File: config.mk
export PLATFORM = sky130hd
export DESIGN_NAME = bsg_chip_link_reset_seq_flat
export DESIGN_NICKNAME = d
export VERILOG_FILES = /design/src/rtl/bsg_chip_link_reset_seq_pkg.sv /design/src/rtl/bsg_chip_link_reset_seq_if.sv /design/src/rtl/bsg_chip_link_reset_seq_next.sv /design/src/rtl/bsg_chip_link_reset_seq.sv /design/src/flat_wrapper.sv
export SDC_FILE = /design/constraint.sdc
export NUM_CORES = 1
export LEC_CHECK = 0
export CAP_MARGIN = 20
export CELL_PAD_IN_SITES_DETAIL_PLACEMENT = 1
export CELL_PAD_IN_SITES_GLOBAL_PLACEMENT = 1
export CORE_MARGIN = 1.5
export CORE_UTILIZATION = 30
export DETAILED_ROUTE_END_ITERATION = 10
export PLACE_DENSITY = 0.65
export SLEW_MARGIN = 0
export SYNTH_ARGS = -nofsm -noshare
export SYNTH_HDL_FRONTEND = slang
export SYNTH_HIERARCHICAL = 1
export SYNTH_SLANG_ARGS = --single-unit
File: constraint.sdc
create_clock -name clk_i -period 4.5 [get_ports clk_i]
set_input_delay 0.675 -clock clk_i [delete_from_list [all_inputs] [get_ports clk_i]]
set_output_delay 0.675 -clock clk_i [all_outputs]
set_load 0.005 [all_outputs]
File: src/rtl/bsg_chip_link_reset_seq_pkg.sv
// Chip-level shared types for the link reset sequencer.
// Holds the sequencer state encoding, the default link count and the
// payload layout that the chip top uses to drive the sequencer from a tag client.
package bsg_chip_pkg;

  localparam int io_link_num_gp  = 2;
  localparam int mem_link_num_gp = 16;

  localparam int link_reset_seq_num_links_gp  = io_link_num_gp + mem_link_num_gp;
  localparam int link_reset_seq_wait_width_gp = 8;

  typedef enum logic [2:0] {
    e_lrs_idle,
    e_lrs_assert,
    e_lrs_io_rel,
    e_lrs_core_rel,
    e_lrs_done
  } bsg_link_reset_seq_state_e;

  typedef struct packed {
    logic                                      start;
    logic [link_reset_seq_wait_width_gp-1:0]   wait_cycles;
    logic [link_reset_seq_num_links_gp-1:0]    link_en;
  } bsg_link_reset_seq_tag_payload_s;

  // Index width that stays at least one bit wide for a single-link build.
  function automatic int bsg_safe_clog2(input int n);
    return (n > 1) ? $clog2(n) : 1;
  endfunction

endpackage

File: src/rtl/bsg_chip_link_reset_seq_if.sv
// Control/status bundle between a reset-sequencer controller and the sequencer.
// The controller side (master) requests sequencing and watches the per-link resets.
interface bsg_chip_link_reset_seq_if
  import bsg_chip_pkg::*;
#(
  parameter int num_links_p  = link_reset_seq_num_links_gp,
  parameter int wait_width_p = link_reset_seq_wait_width_gp
);

  localparam int lg_links_lp = bsg_safe_clog2(num_links_p);

  logic                    start_i;
  logic [num_links_p-1:0]  link_en_i;
  logic [wait_width_p-1:0] wait_cycles_i;
  logic [num_links_p-1:0]  io_reset_o;
  logic [num_links_p-1:0]  core_reset_o;
  logic [lg_links_lp-1:0]  cur_link_o;
  logic                    busy_o;
  logic                    done_o;

  modport master (
    output start_i, link_en_i, wait_cycles_i,
    input  io_reset_o, core_reset_o, cur_link_o, busy_o, done_o
  );

  modport slave (
    input  start_i, link_en_i, wait_cycles_i,
    output io_reset_o, core_reset_o, cur_link_o, busy_o, done_o
  );

endinterface

File: src/rtl/bsg_chip_link_reset_seq_next.sv
// Finds the lowest set bit of mask_i strictly above from_i (or at/above from_i
// when inclusive_i is set). Pure combinational, so skipping disabled links
// costs no cycles in the sequencer.
module bsg_chip_link_reset_seq_next
  import bsg_chip_pkg::*;
#(
  parameter int num_links_p = link_reset_seq_num_links_gp,
  localparam int lg_links_lp = bsg_safe_clog2(num_links_p)
) (
  input  logic [num_links_p-1:0] mask_i,
  input  logic [lg_links_lp-1:0] from_i,
  input  logic                   inclusive_i,
  output logic [lg_links_lp-1:0] idx_o,
  output logic                   found_o
);

  logic [num_links_p-1:0] masked;

  // Keep only candidates above the starting point, then priority-encode lowest-first.
  always_comb begin
    masked = '0;
    idx_o  = '0;
    for (int i = 0; i < num_links_p; i++) begin
      masked[i] = mask_i[i] &&
                  ((i > int'(from_i)) || (inclusive_i && (i == int'(from_i))));
    end
    for (int i = num_links_p - 1; i >= 0; i--) begin
      if (masked[i]) idx_o = lg_links_lp'(i);
    end
    found_o = |masked;
  end

endmodule

File: src/rtl/bsg_chip_link_reset_seq.sv
// Sequences io then core reset release across the links, one link at a time,
// with a programmable hold on every phase. All outputs are registered.
module bsg_chip_link_reset_seq
  import bsg_chip_pkg::*;
#(
  parameter int num_links_p  = link_reset_seq_num_links_gp,
  parameter int wait_width_p = link_reset_seq_wait_width_gp
) (
  input  logic                      clk_i,
  input  logic                      reset_n_i,
  bsg_chip_link_reset_seq_if.slave  ctl_if
);

  localparam int lg_links_lp = bsg_safe_clog2(num_links_p);

  bsg_link_reset_seq_state_e state_r, state_n;
  logic [wait_width_p-1:0]   cnt_r, cnt_n;
  logic [wait_width_p-1:0]   w_r, w_n;
  logic [num_links_p-1:0]    mask_r, mask_n;
  logic [lg_links_lp-1:0]    cur_r, cur_n;
  logic [num_links_p-1:0]    io_reset_r, io_reset_n;
  logic [num_links_p-1:0]    core_reset_r, core_reset_n;
  logic                      busy_r, busy_n;
  logic                      done_r, done_n;

  logic [lg_links_lp-1:0]    next_idx;
  logic                      next_found;

  // From ASSERT the first enabled link is searched from bit 0 inclusive;
  // afterwards the search starts strictly above the current link.
  bsg_chip_link_reset_seq_next #(
    .num_links_p (num_links_p)
  ) next_finder (
    .mask_i      (mask_r),
    .from_i      ((state_r == e_lrs_assert) ? '0 : cur_r),
    .inclusive_i (state_r == e_lrs_assert),
    .idx_o       (next_idx),
    .found_o     (next_found)
  );

  // State and all outputs are flops; reset re-asserts every link reset at once.
  always_ff @(posedge clk_i or negedge reset_n_i) begin
    if (!reset_n_i) begin
      state_r      <= e_lrs_idle;
      cnt_r        <= '0;
      w_r          <= '0;
      mask_r       <= '0;
      cur_r        <= '0;
      io_reset_r   <= '1;
      core_reset_r <= '1;
      busy_r       <= 1'b0;
      done_r       <= 1'b0;
    end else begin
      state_r      <= state_n;
      cnt_r        <= cnt_n;
      w_r          <= w_n;
      mask_r       <= mask_n;
      cur_r        <= cur_n;
      io_reset_r   <= io_reset_n;
      core_reset_r <= core_reset_n;
      busy_r       <= busy_n;
      done_r       <= done_n;
    end
  end

  // Next-state logic; the counter only decrements while non-zero so it never wraps.
  always_comb begin
    state_n      = state_r;
    cnt_n        = cnt_r;
    w_n          = w_r;
    mask_n       = mask_r;
    cur_n        = cur_r;
    io_reset_n   = io_reset_r;
    core_reset_n = core_reset_r;

    unique case (state_r)
      e_lrs_idle, e_lrs_done: begin
        if (ctl_if.start_i) begin
          state_n      = e_lrs_assert;
          mask_n       = ctl_if.link_en_i;
          w_n          = ctl_if.wait_cycles_i;
          cnt_n        = ctl_if.wait_cycles_i;
          io_reset_n   = '1;
          core_reset_n = '1;
        end
      end
      e_lrs_assert: begin
        if (cnt_r != '0) begin
          cnt_n = cnt_r - 1'b1;
        end else if (!next_found) begin
          state_n = e_lrs_done;
        end else begin
          state_n              = e_lrs_io_rel;
          cur_n                = next_idx;
          cnt_n                = w_r;
          io_reset_n[next_idx] = 1'b0;
        end
      end
      e_lrs_io_rel: begin
        if (cnt_r != '0) begin
          cnt_n = cnt_r - 1'b1;
        end else begin
          state_n             = e_lrs_core_rel;
          cnt_n               = w_r;
          core_reset_n[cur_r] = 1'b0;
        end
      end
      e_lrs_core_rel: begin
        if (cnt_r != '0) begin
          cnt_n = cnt_r - 1'b1;
        end else if (next_found) begin
          state_n              = e_lrs_io_rel;
          cur_n                = next_idx;
          cnt_n                = w_r;
          io_reset_n[next_idx] = 1'b0;
        end else begin
          state_n = e_lrs_done;
        end
      end
      default: state_n = e_lrs_idle;
    endcase

    busy_n = (state_n == e_lrs_assert) || (state_n == e_lrs_io_rel) ||
             (state_n == e_lrs_core_rel);
    done_n = (state_n == e_lrs_done);
  end

  assign ctl_if.io_reset_o   = io_reset_r;
  assign ctl_if.core_reset_o = core_reset_r;
  assign ctl_if.cur_link_o   = cur_r;
  assign ctl_if.busy_o       = busy_r;
  assign ctl_if.done_o       = done_r;

endmodule
File: src/flat_wrapper.sv
// flat-port wrapper written by rule: the top's interface ports become plain ports
module bsg_chip_link_reset_seq_flat import bsg_chip_pkg::*;
#(
  parameter int num_links_p  = link_reset_seq_num_links_gp,
  parameter int wait_width_p = link_reset_seq_wait_width_gp
)
  (clk_i, reset_n_i, ctl_if_start_i, ctl_if_link_en_i, ctl_if_wait_cycles_i, ctl_if_io_reset_o, ctl_if_core_reset_o, ctl_if_cur_link_o, ctl_if_busy_o, ctl_if_done_o);
  bsg_chip_link_reset_seq_if #(.num_links_p(num_links_p), .wait_width_p(wait_width_p)) ctl_if_i ();
  input  logic clk_i;
  input  logic reset_n_i;
  input wire logic [$bits(ctl_if_i.start_i)-1:0] ctl_if_start_i;
  input wire logic [$bits(ctl_if_i.link_en_i)-1:0] ctl_if_link_en_i;
  input wire logic [$bits(ctl_if_i.wait_cycles_i)-1:0] ctl_if_wait_cycles_i;
  output wire logic [$bits(ctl_if_i.io_reset_o)-1:0] ctl_if_io_reset_o;
  output wire logic [$bits(ctl_if_i.core_reset_o)-1:0] ctl_if_core_reset_o;
  output wire logic [$bits(ctl_if_i.cur_link_o)-1:0] ctl_if_cur_link_o;
  output wire logic [$bits(ctl_if_i.busy_o)-1:0] ctl_if_busy_o;
  output wire logic [$bits(ctl_if_i.done_o)-1:0] ctl_if_done_o;
  assign ctl_if_i.start_i = ctl_if_start_i;
  assign ctl_if_i.link_en_i = ctl_if_link_en_i;
  assign ctl_if_i.wait_cycles_i = ctl_if_wait_cycles_i;
  assign ctl_if_io_reset_o = ctl_if_i.io_reset_o;
  assign ctl_if_core_reset_o = ctl_if_i.core_reset_o;
  assign ctl_if_cur_link_o = ctl_if_i.cur_link_o;
  assign ctl_if_busy_o = ctl_if_i.busy_o;
  assign ctl_if_done_o = ctl_if_i.done_o;
  bsg_chip_link_reset_seq #(.num_links_p(num_links_p), .wait_width_p(wait_width_p)) u_core (.clk_i(clk_i), .reset_n_i(reset_n_i), .ctl_if(ctl_if_i));
endmodule
---- After elaboration in Yosys (flattened, before gate mapping) ----
Cells that the tools add are included.
operators by class
  reductions and logical operators ........ 71
  add/subtract/negate cells ............... 1
  magnitude comparators ................... 21
  muxes and demuxes ....................... 39
  equality and inequality tests ........... 30
  bitwise operators ....................... 5
operators with widths
  operator                                                           number
  2-to-1 mux 5 bit                                                   19
  2-to-1 mux 18 bit                                                  4
  case mux 18 bit (2 select lines)                                   2
  equality test 5 bit, first input constant                          10
  > comparator 4 x 5 -> 1 bit, first input constant                  8
  logical AND 1 bit                                                  38
  AND 18 bit                                                         2
  NOT 18 bit                                                         2
  2-to-1 mux 8 bit                                                   4
  case mux 8 bit (3 select lines)                                    1
  equality test 4 x 5 -> 1 bit, first input constant                 4
  > comparator 3 x 5 -> 1 bit, first input constant                  4
  logical OR 1 bit                                                   19
  OR reduction 18 bit                                                1
  equality test 3 x 2 -> 1 bit, second input constant                4
  less-than comparator 5 x 6 -> 1 bit, second input constant         2
  2-to-1 mux 3 bit                                                   4
  demux 1 bit (select 5 bit)                                         2
  equality test 3 x 5 -> 1 bit, first input constant                 2
  greater-or-equal comparator 5 x 1 -> 1 bit, second input constant  2
  > comparator 2 x 5 -> 1 bit, first input constant                  2
  > comparator 5 bit, first input constant                           2
  case mux 3 bit (3 select lines)                                    1
  AND reduction 3 bit                                                3
  other kinds (18)                                                   25
storage, ports and cells
  logic and storage cells ................. 176
  input port bits ......................... 29
  register bits ........................... 80
  output and inout bits ................... 43

---- Depth between registers and ports, before layout ----
  depth after elaboration ................. 33
  mapped depth ............................ 16
  gate-level depth less buffers ........... 12

---- Hierarchy ----
The synthesis kept the hierarchy.
modules (own cells, without submodules)
  module                        sequential area each (um^2)  cells an instance  instances  area each (um^2)
  bsg_chip_link_reset_seq       2047.0                       365                1          3643.5
  bsg_chip_link_reset_seq_next  0.0                          114                1          785.8

---- Worst setup path after synthesis ----
OpenSTA, ideal clock, no wires.
  kind .................................... register -> register
  from .................................... reg u_core.state_r[2]
  to ...................................... reg u_core.io_reset_r[4], in the netlist u_core/ctl_if.io_reset_o[4]
  library setup time ...................... 0.097 ns
  clock period less this slack ............ 3.164 ns
  slack ................................... 1.336 ns
  cell stages (with the launch flop) ...... 16
  arrival ................................. 3.067 ns
  buffers on the path ..................... 4
  required time ........................... 4.403 ns
  path through ............................ dfrtp_1 buf_6 nand2b_1 nor2_1 nor2b_1 buf_4 buf_2 a311oi_1 o21ai_1 a21oi_1 nand4b_1 and3b_1 and3_1 buf_2 nor3b_2 a31oi_1
between the ends
  elaborated cells between the ends (all ways) .. 129
  classes of those cells .................. order compare: 19; eq/ne: 23; mux: 24; bitwise: 2; reduce/logical: 61
RTL lines
  element                                                              line                                                          source
  start: declaration                                                   bsg_chip_link_reset_seq.sv:16                                 bsg_link_reset_seq_state_e state_r, state_n;
  start signal: assignment                                             bsg_chip_link_reset_seq.sv:44                                 state_r <= e_lrs_idle;
  start signal: assignment                                             bsg_chip_link_reset_seq.sv:54                                 state_r <= state_n;
  equality test 3 x 1 -> 1 bit (*)                                     bsg_chip_link_reset_seq.sv:35, bsg_chip_link_reset_seq.sv:36
  branches (longest 5 deep; another with > comparator 1 x 5 -> 1 bit)  -
  OR reduction 18 bit (*)                                              bsg_chip_link_reset_seq_next.sv:30                            found_o = |masked;
  net u_core.next_found                                                bsg_chip_link_reset_seq.sv:27                                 logic next_found;
  != test 2 x 1 -> 1 bit (no line) (*)                                 -
  AND reduction 4 bit (no line) (*)                                    -
  end signal: assignment                                               bsg_chip_link_reset_seq.sv:59                                 io_reset_r <= io_reset_n;
  end: declaration                                                     bsg_chip_link_reset_seq.sv:21                                 logic [num_links_p-1:0] io_reset_r, io_reset_n;
Mark *: on every way through the listed nets, which the timed path passes. The select of a mux whose other input is x is not followed.
A chain may end at the register's enable or synchronous reset.

---- Worst setup path after layout ----
  from .................................... reg u_core.state_r[2]
  to ...................................... reg u_core.w_r[7]
between the ends
  cells in the longest elaborated chain, start to end .. 3
  elaborated cells between the ends (all ways) .. 4
  classes of those cells .................. eq/ne: 1; reduce/logical: 3
RTL lines
  element                                                   line                           source
  equality test 3 bit or logical NOT 3 bit (tied branches)  bsg_chip_link_reset_seq.sv:76  unique case (state_r)
  OR reduction 2 bit (*)                                    bsg_chip_link_reset_seq.sv:76
  AND reduction 2 bit (no line) (*)                         -
  end signal: assignment                                    bsg_chip_link_reset_seq.sv:56  w_r <= w_n;
  end: declaration                                          bsg_chip_link_reset_seq.sv:18  logic [wait_width_p-1:0] w_r, w_n;
Every way passes the cells marked *; elsewhere a longest branch is shown, timed or not.

==> results.ini <==
[final_layout]
fin_cells = 736
nFillCells = 1672
drive_above_1_share = 0.176
layout_commonest_cell = nand2_1
multi_input_area_sq_um = 2160
final_nets = 577
layout_common_cells = nand2_1, clkdlybuf4s50_1, dfrtp_1
seq_area_sq_um = 2050
area_growth_pct = 27.3
antenna_cells = 0
final_area_sq_um = 5640

[clock_tree]
clk_latency_ns = 0.35
htreeDepth = 3
cts_buffer_depth = 2
cts_tree = done
clkSinkCount = 80
numCtsBuffers = 9
clk_pin_slew_worst_paths_ns = 0.06
cts_root_buf = clkbuf_16

[timing]
finalSetupViolations = 0
slew_violations = 0
hold_violations = 0
fin_crit_sh = 0.900
period_needed_ns = 4.05
skew_ns = 0.0104
slew_headroom = 0.392
fmaxAchievable_mhz = 247
tns_ns = 0
rsz0062_at_grt = no
tightest_slew_ns = 0.908

[global_route]
antenna_found_initial = 0
grtUsageMet1 = 0.223
grt_pass1_wl_um = 22300
met3_usage = 0.0490
grt_pass1_vias = 4266
top_usage_layer = met2
grt.total_usage = 0.179
gr-total-overflow = 0
grt_max_degree = 81
use_met2 = 0.298

[routing]
vias_per_cell = 5.30
drcViolationCount = 0
drt_iter0_markers = 150
routed_wl_um = 13300
drtPass1Iterations = 4
ant_nets = 0
wl_per_cell_um = 18.1
vias = 3900

[critical_path]
crit_buf_inv = 2
cp-start-kind = flop
required_ns = 4.73
cpPeakStageDelay_ns = 0.53
crit_chain = nand2b_1 > nor2_1 > buf_4 > nor2b_1 > buf_4 > nand3b_1 > o21a_1 > nor2_2 > a21o_1 > nand4b_1 > and3b_1 > or3_4 > or2_1 > a32o_1
end_kind = flop
worst_path_dominant_cell_family = simple AND/OR/NAND/NOR gates
path_class = flop to flop
worst-path-max-fanout = 15
cp_common_cell = buf_4
arrival_ns = 4.28
crit_path_top_delay_cell = dfrtp_1

[yosys]
synth_compound_area_frac = 0.225
yosys_most_used_dff = dfrtp_1
synth.net_count = 509
synth_edf_count = 0
ys_seq_area_frac = 0.462
ys_types = 77
avgSynthCellArea_sq_um = 9.25
ys_async_sr_fraction = 1.00
synth_top_family_by_area = simple AND/OR/NAND/NOR gates
synthAdderAreaFrac = 0.00282
ys_seq_elements = 80
synth_xor_area_frac = 0
syn_area_sq_um = 4430
muxShareOfSynthArea = 0.0127
synth-simple-area-share = 0.246
yosysWarnings = 6
synth_cells = 479

[placed_design]
dp.cells = 719
placed_cell_area_sq_um = 5300
gp_congestion = 0.870
hpwl_um = 9100
port_buffers = 71

[floorplan]
chipHeight_um = 125
core_sq_um = 14500
start_util = 0.306
fp-row-count = 44
ioPinCount = 72
die_area_sq_um = 15500
die_w_um = 125

[pwr]
p_leak_nw = 2.28
irDropWorstVdd_v = 0.000253
power.density_nw_per_um2 = 588

[status]
status = complete, no violations

[worst_hold_path]
holdCritPathClass = input port to async pin

[flow_run]
cap_violations = 0

path summary, 6_finish.rpt:
kind / depth (start not counted) / startpoint / to / slack [ns]
min in group clk_i: 2 / u_core/w_r[1] / u_core/w_r[1] / 0.49
min: 1 / reset_n_i / u_core/mask_r[10] / 0.25
min reg2reg: 2 / u_core/w_r[1] / u_core/w_r[1] / 0.49
max in group asynchronous: 2 / reset_n_i / u_core/ctl_if.core_reset_o[8] / 3.61
max: 14 / u_core/state_r[2] / u_core/w_r[7] / 0.45
max reg2reg: 14 / u_core/state_r[2] / u_core/w_r[7] / 0.45
cells in the mapped netlist (3+ instances only):
master | number | share of area
nand2_1 | 97 | 0.082
dfrtp_1 | 44 | 0.25
dfstp_2 | 36 | 0.21
nor2_1 | 34 | 0.029
a21oi_1 | 32 | 0.036
o21ai_0 | 23 | 0.026
buf_2 | 13 | 0.015
inv_1 | 13 | 0.011
a31oi_1 | 12 | 0.017
o22a_1 | 11 | 0.022
nor2b_1 | 8 | 0.011
nor3b_1 | 8 | 0.014
clkbuf_1 | 7 | 0.0059
buf_6 | 6 | 0.015
nor3_1 | 6 | 0.0068
a21boi_0 | 5 | 0.0085
a22oi_1 | 5 | 0.0085
mux2_2 | 5 | 0.013
nand2b_1 | 5 | 0.0071
nor4_1 | 5 | 0.0071
a21o_1 | 4 | 0.0068
and2_1 | 4 | 0.0056
nand4b_1 | 4 | 0.0079
or2_2 | 4 | 0.0056
a311oi_1 | 3 | 0.0059
a32oi_1 | 3 | 0.0059
and3_1 | 3 | 0.0042
and3b_1 | 3 | 0.0059
buf_4 | 3 | 0.0051
nand3b_1 | 3 | 0.0051
nand4_1 | 3 | 0.0042
o211ai_1 | 3 | 0.0051
o21a_1 | 3 | 0.0051
o22ai_1 | 3 | 0.0042
o32a_1 | 3 | 0.0068
o32ai_1 | 3 | 0.0059
timing repair:
action	CTS	global route
hold buffers	0	0
endpoints found under the setup margin	0	1
resized for setup	0	1
buffers inserted	0	0
hold endpoints to repair	0	0
worst register-to-register path, stage by stage (launching register included):
cell      delay, ns
dfrtp_1        0.53
nand2b_1       0.22
nor2_1         0.11
buf_4          0.21
nor2b_1        0.31
buf_4          0.28
nand3b_1       0.20
o21a_1         0.26
nor2_2         0.17
a21o_1         0.16
nand4b_1       0.19
and3b_1        0.25
or3_4          0.37
or2_1          0.37
a32o_1         0.31
area by class of cell:
cell class	count	share of cell area
multi-input combinational	357	0.383
sequential	80	0.363
timing repair buffer	86	0.149
clock buffer	12	0.0457
tap	184	0.0408
clock inverter	4	0.00932
inverter	13	0.00865
flip-flops by register name, summed over array words and instances (netlist names):
| register | flops |
|---|---|
| u_core/ctl_if.core_reset_o | 18 |
| u_core/ctl_if.io_reset_o | 18 |
| u_core/mask_r | 18 |
| u_core/cnt_r | 8 |
| u_core/w_r | 8 |
| u_core/ctl_if.cur_link_o | 5 |
| u_core/state_r | 3 |
| u_core/ctl_if.busy_o | 1 |
| u_core/ctl_if.done_o | 1 |
stage by stage:
stage               power [W]  setup slack [ns]  hold WS (ns)   util
floorplan             0.00210              1.34         0.379      -
global placement      0.00250             0.618         0.460  0.366
detailed placement    0.00255             0.365         0.473  0.366
CTS                   0.00335             0.350         0.488  0.387
global route          0.00357             0.141         0.256  0.389
finish                0.00331             0.450         0.248  0.389
power by group:
group	switching, W	internal, W	leakage (nW)
Clock	0.000296	0.000465	0.152
Sequential	0.000237	0.000945	0.925
Combinational	0.000754	0.000617	1.21
Total	0.00129	0.00203	2.28
per-layer routing:
metal / share of wire / routed length (um)
met4: 0.021 / 286
met1: 0.46 / 6070
met5: 0 / 0
met3: 0.037 / 489
met2: 0.49 / 6460
cell families after synthesis:
logic type      count (synthesis)
compound gates                141
fa+ha+maj                       1
buf+inv                        42
flops                          80
mux                             5
simple gates                  210
No activity file was read; power rests on OpenSTA's default activity.
